**config.mk**
```make
export PLATFORM = sky130hd
export DESIGN_NAME = program_loader
export DESIGN_NICKNAME = d
export VERILOG_FILES = /design/src/rtl/loader_pkg.sv /design/src/rtl/loader_word_packer.sv /design/src/rtl/program_loader.sv
export SDC_FILE = /design/constraint.sdc
export NUM_CORES = 1
export LEC_CHECK = 0
export BUFFER_PORTS_ARGS = -buffer_cell sky130_fd_sc_hd__buf_2
export CAP_MARGIN = 20
export CORE_UTILIZATION = 45
export CTS_CLUSTER_SIZE = 14
export DETAILED_ROUTE_END_ITERATION = 10
export GPL_TIMING_DRIVEN = 0
export PLACE_DENSITY_LB_ADDON = 0.1
export SYNTH_ARGS = -nofsm -noshare
export SYNTH_HDL_FRONTEND = slang
export SYNTH_SLANG_ARGS = --single-unit
```
**constraint.sdc**
```tcl
create_clock -name clk -period 3.2 [get_ports clk]
set_input_delay 0.64 -clock clk [delete_from_list [all_inputs] [get_ports clk]]
set_output_delay 0.64 -clock clk [all_outputs]
set_load 0.01 [all_outputs]
```
**src/rtl/loader_pkg.sv**
```systemverilog
// rtl/loader_pkg.sv - shared state encoding and framing constants for the program loader
package loader_pkg;

   localparam logic [2:0] S_IDLE   = 3'd0;
   localparam logic [2:0] S_LEN_HI = 3'd1;
   localparam logic [2:0] S_LEN_LO = 3'd2;
   localparam logic [2:0] S_DATA   = 3'd3;
   localparam logic [2:0] S_CSUM   = 3'd4;
   localparam logic [2:0] S_DONE   = 3'd5;
   localparam logic [2:0] S_ERR    = 3'd6;

   localparam int LEN_BYTES      = 2;
   localparam int BYTES_PER_WORD = 4;
   localparam int CSUM_WIDTH     = 8;

endpackage

```
**src/rtl/loader_word_packer.sv**
```systemverilog
// rtl/loader_word_packer.sv - assembles big-endian bytes into instruction words
module loader_word_packer
   import loader_pkg::*;
(
   input  logic                        clk,
   input  logic                        rst,
   input  logic [7:0]                  data,
   input  logic                        shift_en,
   input  logic                        clear,
   output logic [BYTES_PER_WORD*8-1:0] word,
   output logic                        word_complete
);

   localparam int WORD_W = BYTES_PER_WORD * 8;

   logic [WORD_W-1:0] sr;
   logic [1:0]        idx;

   // word_complete is registered so it lines up with the fully shifted word
   always_ff @(posedge clk) begin
      if (rst || clear) begin
         sr            <= '0;
         idx           <= '0;
         word_complete <= 1'b0;
      end else begin
         word_complete <= shift_en && (idx == 2'(BYTES_PER_WORD - 1));
         if (shift_en) begin
            sr  <= {sr[WORD_W-9:0], data};
            idx <= idx + 2'd1;
         end
      end
   end

   assign word = sr;

endmodule

```
**src/rtl/program_loader.sv**
```systemverilog
// rtl/program_loader.sv - framed byte stream to instruction memory loader; LOADER_WDT_EN adds an inter-byte watchdog
module program_loader
   import loader_pkg::*;
#(
   parameter int ADDR_WIDTH     = 32,
   parameter int INST_WIDTH     = 32,
   parameter int MAX_WORDS      = 256,
   parameter int BASE_ADDR      = 0,
   parameter int TIMEOUT_CYCLES = 1000
)(
   input  logic                  clk,
   input  logic                  rst,
   input  logic                  start,
   input  logic [7:0]            rx_data,
   input  logic                  rx_valid,
   output logic                  rx_ready,
   output logic                  im_we,
   output logic [ADDR_WIDTH-1:0] im_addr,
   output logic [INST_WIDTH-1:0] im_wdata,
   output logic                  cpu_rst,
   output logic                  done,
   output logic                  error
);

   localparam int LEN_W = LEN_BYTES * 8;
   localparam int CNT_W = LEN_W + $clog2(BYTES_PER_WORD);

   logic [2:0]            state;
   logic [LEN_W-1:0]      len;
   logic [CNT_W-1:0]      count;
   logic [CSUM_WIDTH-1:0] csum;
   logic [LEN_W-1:0]      len_next;
   logic                  accept;
   logic                  load_start;
   logic                  wdt_expire;

   assign rx_ready   = (state == S_LEN_HI) || (state == S_LEN_LO) ||
                       (state == S_DATA)   || (state == S_CSUM);
   assign accept     = rx_valid && rx_ready;
   assign load_start = start && ((state == S_IDLE) || (state == S_DONE) || (state == S_ERR));
   assign len_next   = {len[LEN_W-1:8], rx_data};

   assign cpu_rst = (state != S_DONE);
   assign done    = (state == S_DONE);
   assign error   = (state == S_ERR);

   loader_word_packer u_packer (
      .clk           (clk),
      .rst           (rst),
      .data          (rx_data),
      .shift_en      (accept && (state == S_DATA)),
      .clear         (load_start),
      .word          (im_wdata),
      .word_complete (im_we)
   );

   // count tracks data bytes so the last byte steers to CSUM before its write pulse
   always_ff @(posedge clk) begin
      if (rst) begin
         state   <= S_IDLE;
         len     <= '0;
         count   <= '0;
         csum    <= '0;
         im_addr <= ADDR_WIDTH'(BASE_ADDR);
      end else begin
         if (im_we)
            im_addr <= im_addr + ADDR_WIDTH'(BYTES_PER_WORD);
         if (load_start) begin
            state   <= S_LEN_HI;
            count   <= '0;
            csum    <= '0;
            im_addr <= ADDR_WIDTH'(BASE_ADDR);
         end else if (wdt_expire) begin
            state <= S_ERR;
         end else if (accept) begin
            case (state)
               S_LEN_HI: begin
                  len[LEN_W-1:8] <= rx_data;
                  state          <= S_LEN_LO;
               end
               S_LEN_LO: begin
                  len[7:0] <= rx_data;
                  if (32'(len_next) > 32'(MAX_WORDS))
                     state <= S_ERR;
                  else if (len_next == '0)
                     state <= S_CSUM;
                  else
                     state <= S_DATA;
               end
               S_DATA: begin
                  csum  <= csum ^ rx_data;
                  count <= count + CNT_W'(1);
                  if ((count + CNT_W'(1)) == {len, 2'b00})
                     state <= S_CSUM;
               end
               S_CSUM:  state <= (rx_data == csum) ? S_DONE : S_ERR;
               default: ;
            endcase
         end
      end
   end

`ifdef LOADER_WDT_EN
   logic [31:0] wdt_cnt;

   assign wdt_expire = rx_ready && !accept && ((wdt_cnt + 32'd1) >= 32'(TIMEOUT_CYCLES));

   always_ff @(posedge clk) begin
      if (rst || load_start || accept || !rx_ready)
         wdt_cnt <= '0;
      else
         wdt_cnt <= wdt_cnt + 32'd1;
   end
`else
   logic [31:0] unused_timeout;

   assign unused_timeout = 32'(TIMEOUT_CYCLES);
   assign wdt_expire     = 1'b0;
`endif

endmodule

```
======== Word-level counts from Yosys, hierarchy flattened ========
Index checks and enable logic that the tools add are counted.
operators by class
  bitwise logic cells ..................... 2
  reduce and logical (&&, ||, !) cells .... 21
  add/sub/neg operators ................... 3
  multiplexer cells ....................... 7
  eq/ne operators ......................... 12
  $lt $le $gt $ge ......................... 1
operators with widths
  kind                     count
  $add A32 B3 Y32 const B  1
  $add A18 B1 Y18 const B  1
  $eq A18 B18 Y1           1
  $gt A16 B9 Y1 const B    1
  $logic_not A16 Y1        1
  $pmux W3 S4              1
  $reduce_and A3 Y1        4
  $eq A3 B3 Y1 const B     3
  $mux W3                  3
  $eq A8 B8 Y1             1
  $xor A8 B8 Y8            1
  $eq A3 B2 Y1 const B     2
  $logic_or A1 B1 Y1       6
  $reduce_bool A5 Y1       1
  $logic_and A1 B1 Y1      4
  $reduce_bool A4 Y1       1
  $eq A3 B1 Y1 const B     1
  $logic_not A3 Y1         1
  $ne A3 B1 Y1 const B     1
  $ne A3 B3 Y1 const B     1
  $add A2 B1 Y2 const B    1
  $eq A2 B2 Y1 const B     1
  $mux W1                  2
  $mux W2                  1
  5 further kinds          5
word-level totals
  input port bits ......................... 12
  flip-flop bits (word level) ............. 112

======== Depth between registers and ports, before layout ========
Gate-level depths: netlist of the first run.
  word-level depth ........................ 7
  mapped depth ............................ 9
  depth with buffers taken out ............ 7

======== Hierarchy ========
Synthesis of the first run repeated with hierarchy kept, for this count alone.
second synthesis, totals
  cells, all modules ...................... 579
  area total of the unflattened synthesis .. 5,240.0 µm²
by module, submodules not included
  module              area an instance (µm²)  cells each  instances  seq. area each (µm²)
  program_loader      3,942.5                 464         1          1,501.4
  loader_word_packer  1,297.5                 115         1          700.7

======== Least setup slack after synthesis of the first run ========
OpenSTA, ideal clock, no wires.
  path type ............................... flip-flop to flip-flop
  start ................................... register im_addr[2]
  end ..................................... register im_addr[24]
  data required time ...................... 3.130 ns
  period minus slack after synthesis ...... 2.245 ns
  cell stages (with the launch flop) ...... 9
  path slack .............................. 0.955 ns
  arrival ................................. 2.174 ns
  path buffers ............................ 2
  library setup time ...................... 0.070 ns
  cell sequence ........................... dfxtp_1 > ha_1 > inv_1 > or4_1 > clkbuf_2 > or3_1 > clkbuf_2 > or3_1 > a21oi_1
between the ends
  cells in the longest elaborated chain, start to end .. 1
ends and longest elaborated chain
  element                 line                  text
  from (decl)             program_loader.sv:18  output logic [ADDR_WIDTH-1:0] im_addr,
  from (signal assigned)  program_loader.sv:64  im_addr <= ADDR_WIDTH'(BASE_ADDR);
  from (signal assigned)  program_loader.sv:67  im_addr <= im_addr + ADDR_WIDTH'(BYTES_PER_WORD);
  from (signal assigned)  program_loader.sv:72  im_addr <= ADDR_WIDTH'(BASE_ADDR);
  $add A32 B3 Y32         program_loader.sv:67
No other way between the ends.
A chain may end at the register's enable or synchronous reset.

======== Worst setup path in the final report of the first run ========
  start ................................... register count[2]
  end ..................................... register state[1]
between the ends
  cells in the longest elaborated chain, start to end .. 4
ends and longest elaborated chain
  element                      line                  text
  from (decl)                  program_loader.sv:30  logic [CNT_W-1:0] count;
  from (signal assigned)       program_loader.sv:92  count <= count + CNT_W'(1);
  $add A18 B1 Y18              program_loader.sv:93  if ((count + CNT_W'(1)) == {len, 2'b00})
  $eq A18 B18 Y1               program_loader.sv:93
  $ne A2 B1 Y1 (no line)       n/a
  $reduce_and A3 Y1 (no line)  n/a
  to (signal assigned)         program_loader.sv:96  S_CSUM: state <= (rx_data == csum) ? S_DONE : S_ERR;
  to (decl)                    program_loader.sv:28  logic [2:0] state;
No other way between the ends.

==> results of run 1 <==
path summary, 6_finish.rpt:
kind                                          end  depth (start not counted)  slack, ps
worst max-delay path                     state[1]                          8        340
worst min-delay path            u_packer.word[27]                          2        460
worst max register to register           state[1]                          8        340
worst min register to register  u_packer.word[27]                          2        460
registers in the layout, summed over array words and instances (netlist names):
name and flops:
u_packer.word_complete 1, u_packer.word 32, len 16, u_packer.idx 2, state 3, count 18, csum 8, im_addr 30
power groups by stage:
stage,logic [µW],registers (µW),clock network [µW]
after floorplan,102,1410,0
after global placement,156,1420,0
after detailed placement,157,1420,0
after CTS,157,1390,882
after global routing,174,1390,933
final,157,1390,854
kinds of logic (layout without fill, tap and decap cells):
family          after synthesis  in the layout  share of synthesized area
fa+ha+maj                     3              3                    0.00747
compound gates               92             92                      0.104
other cells                   1              2                   0.000746
simple gates                275            275                      0.254
xor+xnor                     77             77                      0.134
mux                          11             11                     0.0219
flops                       110            110                      0.438
buf+inv                      49            143                     0.0396
synthesized netlist by cell type, types with 3 or more instances:
library cell and instances:
a21oi_1 56, inv_1 12, nor4_1 4, nand3_1 19, nor3_1 10, nand2_1 110, nor2_1 68, ha_1 3
dfxtp_1 110, and3_1 12, or3_1 15, and4_1 4, xnor2_1 27, a31oi_1 5, xor2_1 50, nand4_1 18
clkbuf_1 30, buf_4 3, o21ai_0 14, mux2i_1 11, nor2b_1 3, or4_1 4
cells in the final DEF (no fill, tap or decap), types with 4 or more instances in the layout:
master,n
a31oi_1,5
mux2i_1,11
nand3_1,19
clkbuf_8,10
inv_1,12
dfxtp_1,110
nor2_1,68
nor4_1,4
and4_1,4
or4_1,4
o21ai_0,14
a21oi_1,56
xnor2_1,27
nor3_1,10
and3_1,12
nand2_1,110
xor2_1,50
buf_2,79
nand4_1,18
clkbuf_1,30
or3_1,15
stage by stage:
| step | area (µm²) | worst slack, ps |
|---|---|---|
| after floorplan | 5030 | 955 |
| after global placement | 5590 | 348 |
| after detailed placement | 5590 | 388 |
| after CTS | 5790 | 362 |
| after global routing | 5790 | 145 |
| final | 5790 | 345 |
layout make-up:
cell class                 count  area share
tap                          140      0.0302
buffer                        37      0.0266
inverter                      12     0.00778
clock inverter                 6      0.0104
multi-input combinational    460       0.454
sequential                   110       0.380
timing repair buffer          78      0.0674
clock buffer                  10      0.0238
worst max-delay path: cells and delay by family (launching register included):
kind                   cells  cell delay (ps)
AO/OA/AOI/OAI              1              220
AND/OR/NAND/NOR            4             1300
flip-flops                 1              330
buffers and inverters      2              670
XOR/XNOR                   1              160
routing by layer:
layer / vias up / share of wire / global-route usage
li1: 2265 / - / -
met1: 2074 / 0.48 / 0.286
met2: 97 / 0.46 / 0.359
met3: 12 / 0.047 / 0.0478
met4: 0 / 0.014 / 0.0665
met5: - / 0 / 0
==> flow_metrics.env, run 1 <==
export IMPL_clockRootBuffer="clkbuf_8"
export IMPL_min_from="u_packer.word[27]"
export IMPL_setup_worst_path_start_class="flop"
export IMPL_nFillCells=1048
export IMPL_numPlacedInstances=836
export IMPL_critical_path_reg2reg_startpoint="count[2]"
export IMPL_relSlewSlack=0.524
export IMPL_post_drt_via_cell_ratio=5.21
export IMPL_die_width_um=108
export IMPL_worstHoldPathType="flop to flop"
export IMPL_timing_hold_ws_ps=461
export IMPL_ff_latch_area_um2=2200
export IMPL_finalWeightedCongestion=0.845
export IMPL_detailed_place_hpwl_mm=8.96
export IMPL_number_of_enable_flip_flop_cells_after_synthesis=0
export IMPL_finalNetCount=723
export IMPL_max_cap_violations=0
export IMPL_sequentialPowerShare=0.578
export IMPL_sequential_cell_area_fraction_in_the_yosys_report=0.438
export IMPL_cellPowerDensity_nw_per_um2=414
export IMPL_cts_max_level=3
export IMPL_clkLatencyLatePin_ps=390
export IMPL_top_post_synthesis_cells_by_area="dfxtp_1 44%, xor2_1 8.7%, nand2_1 8.2%, a21oi_1 5.6%, nor2_1 5.1%"
export IMPL_power_frac_comb=0.066
export IMPL_cts_hold_buf=0
export IMPL_drc_errors=0
export IMPL_post_route_cells_drive_above_1_share=0.146
export IMPL_final_max_slew_viol_count=0
export IMPL_synth_seq_cells=110
export IMPL_clock_sinks=110
export IMPL_status="completed"
export IMPL_hold_violations=0
export IMPL_cellInternalPower_uw=1760
export IMPL_area_growth_syn_to_layout_pct=15.3
export IMPL_netSwitchingPower_uw=640
export IMPL_synth_distinct_cells=46
export IMPL_cts_clk_slew_worst_paths_ps=120
export IMPL_post_cts_resized_instances=0
export IMPL_multi_input_comb_area_um2=2630
export IMPL_fin_cells=853
export IMPL_netSwitchingFraction=0.267
export IMPL_post_drt_wl_per_cell_um=14.0
export IMPL_post_layout_total_power_uw=2400
export IMPL_synthesized_area_per_cell_um2=8.13
export IMPL_boundaryPins=81
export IMPL_fp_row_count=38
export IMPL_detailroute_via_count=4448
export IMPL_skew_ps=15.2
export IMPL_timing_critical_path_to_type="flop"
export IMPL_grt_first_pass_wirelength_mm=19.7
export IMPL_antenna_found_initial=0
export IMPL_floorplan_initialDensity=0.464
export IMPL_worstPathCellList="clkbuf_1 > nand4_1 > nor2_1 > buf_1 > nand3_1 > xnor2_1 > nor4_1 > a41oi_1"
export IMPL_worst_slew_pin_transition_ps=707
export IMPL_post_synth_top_area_cell="dfxtp_1"
export IMPL_globalRoute_totalOverflow=0
export IMPL_detailedRoute_firstPassIterationCount=5
export IMPL_dieHeight_um=108
export IMPL_post_route_min_period_ps=2860
export IMPL_finalWirelength_mm=12.0
export IMPL_finalSetupViolations=0
export IMPL_cts_inserted_buffers=9
export IMPL_pin_count_of_the_biggest_net_entering_global_routing=21
export IMPL_crit_fanout=10
export IMPL_synth_top_cell_area_share=0.438
export IMPL_cts_tree="done"
export IMPL_grt_pass1_vias=4082
export IMPL_timing_setup_tns_ps=0
export IMPL_cp_data_arrival_time_ps=3080
export IMPL_drt_iter0_markers=248
export IMPL_post_route_period_util=0.892
export IMPL_grt_setup_unrepaired="no"
export IMPL_critical_path_slowest_cell="nor4_1"
export IMPL_fmax_ghz=0.350
export IMPL_worst_setup_path_startpoint="count[2]"
export IMPL_post_cts_setup_buffer_count=0
export IMPL_cts_path_max_buffers=2
export IMPL_total_of_buffers_placed_on_input_and_output_ports=77
export IMPL_synth_top_flop_cell="dfxtp_1"
export IMPL_clock_power_share=0.356
export IMPL_antennaDiodeCount=0
export IMPL_synth_async_reset_ratio=0
export IMPL_grt_util_all_layers=0.219
export IMPL_power_ir_vdd_worst_mv=0.366
export IMPL_syn_inst=618
export IMPL_number_of_nets_with_antenna_violations_after_detailed_routing=0
export IMPL_cellLeakagePower_uw=0.00226
export IMPL_netlist_area_um2=5030
export IMPL_die_area_um2=11600
export IMPL_cp_required_ps=3430
export IMPL_fp_coreArea_um2=10800
export IMPL_fin_util=0.534
export IMPL_ys_warnings_count=0
export IMPL_critical_path_max_stage_delay_ps=640
export IMPL_setup_worst_path_class="flop to flop"
(Power assumes the default switching activity.)
==> run 2, diff against run 1 <==
--- a/config.mk
+++ b/config.mk
@@ -11,6 +11,7 @@
 export CTS_CLUSTER_SIZE = 14
 export DETAILED_ROUTE_END_ITERATION = 10
 export GPL_TIMING_DRIVEN = 0
+export MAX_ROUTING_LAYER = met4
 export PLACE_DENSITY_LB_ADDON = 0.1
 export SYNTH_ARGS = -nofsm -noshare
 export SYNTH_HDL_FRONTEND = slang
==> flow_metrics.env, run 2 (same netlist as run 1, synthesis figures left out) <==
export IMPL_finalWirelength_mm=12.1
export IMPL_worstHoldPathType="flop to flop"
export IMPL_relSlewSlack=0.523
export IMPL_timing_critical_path_to_type="flop"
export IMPL_fin_cells=853
export IMPL_grt_first_pass_wirelength_mm=19.7
export IMPL_post_cts_resized_instances=0
export IMPL_min_from="u_packer.word[27]"
export IMPL_drt_iter0_markers=240
export IMPL_top_layer_used="met4"
export IMPL_critical_path_slowest_cell="nor4_1"
export IMPL_power_ir_vdd_worst_mv=0.367
export IMPL_post_route_period_util=0.901
export IMPL_clkLatencyLatePin_ps=390
export IMPL_fp_row_count=38
export IMPL_timing_setup_tns_ps=0
export IMPL_hold_violations=0
export IMPL_floorplan_initialDensity=0.464
export IMPL_detailed_place_hpwl_mm=8.96
export IMPL_max_cap_violations=0
export IMPL_post_drt_wl_per_cell_um=14.1
export IMPL_pin_count_of_the_biggest_net_entering_global_routing=21
export IMPL_die_area_um2=11600
export IMPL_grt_pass1_vias=4086
export IMPL_numPlacedInstances=836
export IMPL_critical_path_reg2reg_startpoint="count[2]"
export IMPL_dr_wl_met2_mm=5.54
export IMPL_dieHeight_um=108
export IMPL_cp_data_arrival_time_ps=3110
export IMPL_cts_inserted_buffers=9
export IMPL_worst_r2r_cell_count=8
export IMPL_cts_max_level=3
export IMPL_cellLeakagePower_uw=0.00226
export IMPL_finalNetCount=723
export IMPL_clock_sinks=110
export IMPL_antennaDiodeCount=0
export IMPL_final_max_slew_viol_count=0
export IMPL_post_route_worst_setup_slack_ps=317
export IMPL_post_cts_setup_buffer_count=0
export IMPL_critical_path_max_stage_delay_ps=650
export IMPL_post_route_min_period_ps=2880
export IMPL_met3_wirelength_from_detailed_routing_um=547
export IMPL_worstPathCellList="clkbuf_1 > nand4_1 > nor2_1 > buf_1 > nand3_1 > xnor2_1 > nor4_1 > a41oi_1"
export IMPL_whs_path_depth=2
export IMPL_mostFrequentLayoutCells="110 x nand2_1, 110 x dfxtp_1, 79 x buf_2"
export IMPL_clockRootBuffer="clkbuf_8"
export IMPL_finalSetupViolations=0
export IMPL_cts_path_max_buffers=2
export IMPL_post_drt_via_cell_ratio=5.23
export IMPL_cts_clk_slew_worst_paths_ps=120
export IMPL_setup_worst_path_class="flop to flop"
export IMPL_wl_met1_mm=5.86
export IMPL_boundaryPins=81
export IMPL_status="completed"
export IMPL_total_of_buffers_placed_on_input_and_output_ports=77
export IMPL_regToRegSetupSlack_ps=320
export IMPL_cts_tree="done"
export IMPL_antenna_found_initial=0
export IMPL_cp_required_ps=3420
export IMPL_grt_util_all_layers=0.225
export IMPL_pre_cts_ws_ps=388
export IMPL_worst_slew_pin_transition_ps=708
export IMPL_detailroute_via_count=4457
export IMPL_drc_errors=0
export IMPL_skew_ps=12.0
export IMPL_rr_endpoint="state[1]"
export IMPL_fmax_ghz=0.347
export IMPL_detailedRoute_firstPassIterationCount=4
export IMPL_fp_coreArea_um2=10800
export IMPL_cts_hold_buf=0
export IMPL_hold_end="u_packer.word[27]"
export IMPL_post_route_cells_drive_above_1_share=0.146
export IMPL_crit_fanout=10
export IMPL_grt_setup_unrepaired="no"
export IMPL_area_growth_syn_to_layout_pct=15.3
export IMPL_finalWeightedCongestion=0.858
export IMPL_setup_worst_path_start_class="flop"
export IMPL_number_of_nets_with_antenna_violations_after_detailed_routing=0
export IMPL_largest_register_ffs=32
export IMPL_die_width_um=108
export IMPL_cellPowerDensity_nw_per_um2=414
export IMPL_globalRoute_totalOverflow=0
-- run 2: worst max path at each step --
stage,from,cells past startpoint,endpoint
2_1_floorplan,im_addr[2],8,im_addr[24]
3_3_place_gp,count[2],8,state[1]
3_5_place_dp,count[2],8,state[1]
4_1_cts,count[4],8,state[1]
5_1_grt,count[4],8,state[1]
6_report,count[2],8,state[1]
-- run 2: critical path, delay by kind of cell, from the launching register on --
kind | cells | cell delay [ps]
AOI/OAI and AO/OA | 1 | 240
buffers and inverters | 2 | 680
DFF | 1 | 330
xor gates and xnor gates | 1 | 160
and+or+nand+nor | 4 | 1300
-- run 2: report_power, final --
group	total [µW]	switching [µW]	internal, µW
Clock	854	524	330
Combinational	158	109	48.2
Sequential	1390	7.53	1380
Total	2400	641	1760
-- run 2: final cells by class --
cell class | instances | area, µm²
tap | 140 | 175
inverter | 12 | 45.0
buffer | 37 | 154
sequential | 110 | 2200
clock inverter | 6 | 60.1
fill | 1048 | 5050
timing repair buffer | 78 | 390
clock buffer | 10 | 138
multi-input combinational | 460 | 2630
-- run 2: stage by stage --
step	total power (µW)	instance area, µm²	hold slack [ps]	util
finish	2400	5790	460	0.534
global route	2490	5790	475	0.534
CTS	2420	5790	461	0.534
detailed placement	1570	5590	444	0.516
global placement	1570	5590	441	0.516
floorplan	1520	5030	440	-
-- run 2: metal layers --
layer	up-vias	GRT usage
met4	0	0.0665
met3	11	0.0436
li1	2263	-
met5	-	-
met1	2076	0.288
met2	107	0.359
==> run 3, diff against run 2 <==
==> constraint.sdc (replaced) <==
create_clock -name clk -period 3.2 [get_ports clk]
set_input_delay 0.64 -clock clk [delete_from_list [all_inputs] [get_ports clk]]
set_output_delay 0.64 -clock clk [all_outputs]
set_load 0.1 [all_outputs]
==> flow_metrics.env, run 3 (same netlist as run 1, synthesis figures left out) <==
export IMPL_status="completed"
export IMPL_relSlewSlack=0.349
export IMPL_worst_r2r_cell_count=8
export IMPL_cellLeakagePower_uw=0.00227
export IMPL_cts_hold_buf=0
export IMPL_fin_cells=851
export IMPL_crit_fanout=10
export IMPL_critical_path_reg2reg_startpoint="count[2]"
export IMPL_fmax_ghz=0.340
export IMPL_met1_usage=0.306
export IMPL_rr_endpoint="state[1]"
export IMPL_post_cts_setup_buffer_count=0
export IMPL_grt_pass1_vias=4015
export IMPL_globalRoute_totalOverflow=0
export IMPL_mostFrequentLayoutCells="110 x nand2_1, 110 x dfxtp_1, 78 x buf_2"
export IMPL_fp_coreArea_um2=10800
export IMPL_skew_ps=18.6
export IMPL_worst_setup_path_startpoint="count[2]"
export IMPL_grt_busiest_layer="met2"
export IMPL_floorplan_initialDensity=0.464
export IMPL_grt_setup_unrepaired="no"
export IMPL_fp_row_count=38
export IMPL_boundaryPins=81
export IMPL_detailedRoute_firstPassIterationCount=4
export IMPL_detailroute_via_count=4487
export IMPL_cp_data_arrival_time_ps=3160
export IMPL_cts_tree="done"
export IMPL_finalWirelength_mm=12.5
export IMPL_clock_sinks=110
export IMPL_post_drt_wl_per_cell_um=14.7
export IMPL_dieHeight_um=108
export IMPL_power_ir_vdd_worst_mv=0.230
export IMPL_cts_max_level=3
export IMPL_cellPowerDensity_nw_per_um2=435
export IMPL_drc_errors=0
export IMPL_finalSetupViolations=0
export IMPL_clkLatencyLatePin_ps=390
export IMPL_area_growth_syn_to_layout_pct=15.9
export IMPL_pin_count_of_the_biggest_net_entering_global_routing=19
export IMPL_worst_slew_pin_transition_ps=968
export IMPL_post_drt_via_cell_ratio=5.27
export IMPL_die_area_um2=11600
export IMPL_clockRootBuffer="clkbuf_8"
export IMPL_cts_path_max_buffers=2
export IMPL_die_width_um=108
export IMPL_whs_path_depth=2
export IMPL_grt_first_pass_wirelength_mm=20.0
export IMPL_hold_end="u_packer.word[26]"
export IMPL_cts_inserted_buffers=9
export IMPL_hold_violations=0
export IMPL_post_route_cells_drive_above_1_share=0.145
export IMPL_setup_worst_path_class="flop to flop"
export IMPL_max_cap_violations=0
export IMPL_antenna_found_initial=0
export IMPL_number_of_nets_with_antenna_violations_after_detailed_routing=0
export IMPL_cts_clk_slew_worst_paths_ps=110
export IMPL_largest_register_ffs=32
export IMPL_numPlacedInstances=836
export IMPL_setup_worst_path_start_class="flop"
export IMPL_antennaDiodeCount=0
export IMPL_timing_setup_tns_ps=0
export IMPL_min_from="u_packer.word[26]"
export IMPL_detailed_place_hpwl_mm=9.21
export IMPL_finalNetCount=722
export IMPL_post_route_period_util=0.920
export IMPL_timing_critical_path_to_type="flop"
export IMPL_nFillCells=1068
export IMPL_post_route_min_period_ps=2940
export IMPL_finalWeightedCongestion=0.895
export IMPL_post_cts_resized_instances=0
export IMPL_drt_iter0_markers=233
export IMPL_grt_util_all_layers=0.230
export IMPL_final_max_slew_viol_count=0
export IMPL_cp_required_ps=3420
export IMPL_use_met3=0.0363
export IMPL_global_route_usage_met2=0.350
export IMPL_regToRegSetupSlack_ps=260
export IMPL_worstHoldPathType="flop to flop"
export IMPL_total_of_buffers_placed_on_input_and_output_ports=77
## run 3: cell count changes in the layout (fill, tap and decap cells not counted)
| cell | change |
|---|---|
| inv_6 | -2 |
| xnor2_2 | +1 |
| bufinv_16 | +2 |
| clkinv_4 | +1 |
| inv_8 | -2 |
| xnor2_1 | -1 |
| buf_2 | -1 |
## run 3: routing by layer
metal | share of wire | up-vias
met4 | 0.018 | 0
met5 | 0 | -
met1 | 0.49 | 2113
li1 | - | 2264
met2 | 0.46 | 98
met3 | 0.038 | 12
## run 3: worst max-delay path, cell delays in order (launching register included)
cell	delay, ps
dfxtp_1	320
clkbuf_1	260
nand4_1	240
nor2_1	290
buf_1	400
nand3_1	170
xnor2_1	170
nor4_1	690
a41oi_1	260
## run 3: worst max-delay path by stage
| stage | end | cells past startpoint |
|---|---|---|
| global placement | state[1] | 8 |
| global route | state[1] | 8 |
| finish | state[1] | 8 |
| floorplan | im_addr[26] | 8 |
| detailed placement | state[1] | 8 |
| CTS | state[1] | 8 |
## run 3: final cells by class
class                   instances  area, µm²  share of cell area
plain buffers                  37        154              0.0264
clock buffers                  10        138              0.0236
clock inverters                 5       88.8              0.0153
inverters                      12       45.0             0.00773
multi-input cells             460       2640               0.453
flip-flops and latches        110       2200               0.378
well taps                     140        175              0.0301
repair buffers                 77        385              0.0662
## run 3: power by group
group / total, µW / leakage, µW / switching [µW] / internal [µW]
logic: 184 / 0.00127 / 135 / 49.3
clock network: 964 / 0.000115 / 496 / 468
registers: 1390 / 0.000887 / 7.71 / 1380
## run 3: per-stage QoR
stage | setup slack (ps) | utilization | hold slack (ps) | cell area (µm²) | power (µW)
6_report | 258 | 0.537 | 461 | 5820 | 2530
5_1_grt | 61.0 | 0.537 | 482 | 5820 | 2630
4_1_cts | 296 | 0.537 | 460 | 5820 | 2560
3_5_place_dp | 312 | 0.516 | 445 | 5600 | 1600
3_3_place_gp | 326 | 0.516 | 441 | 5600 | 1600
2_1_floorplan | 270 | - | 440 | 5040 | 1540
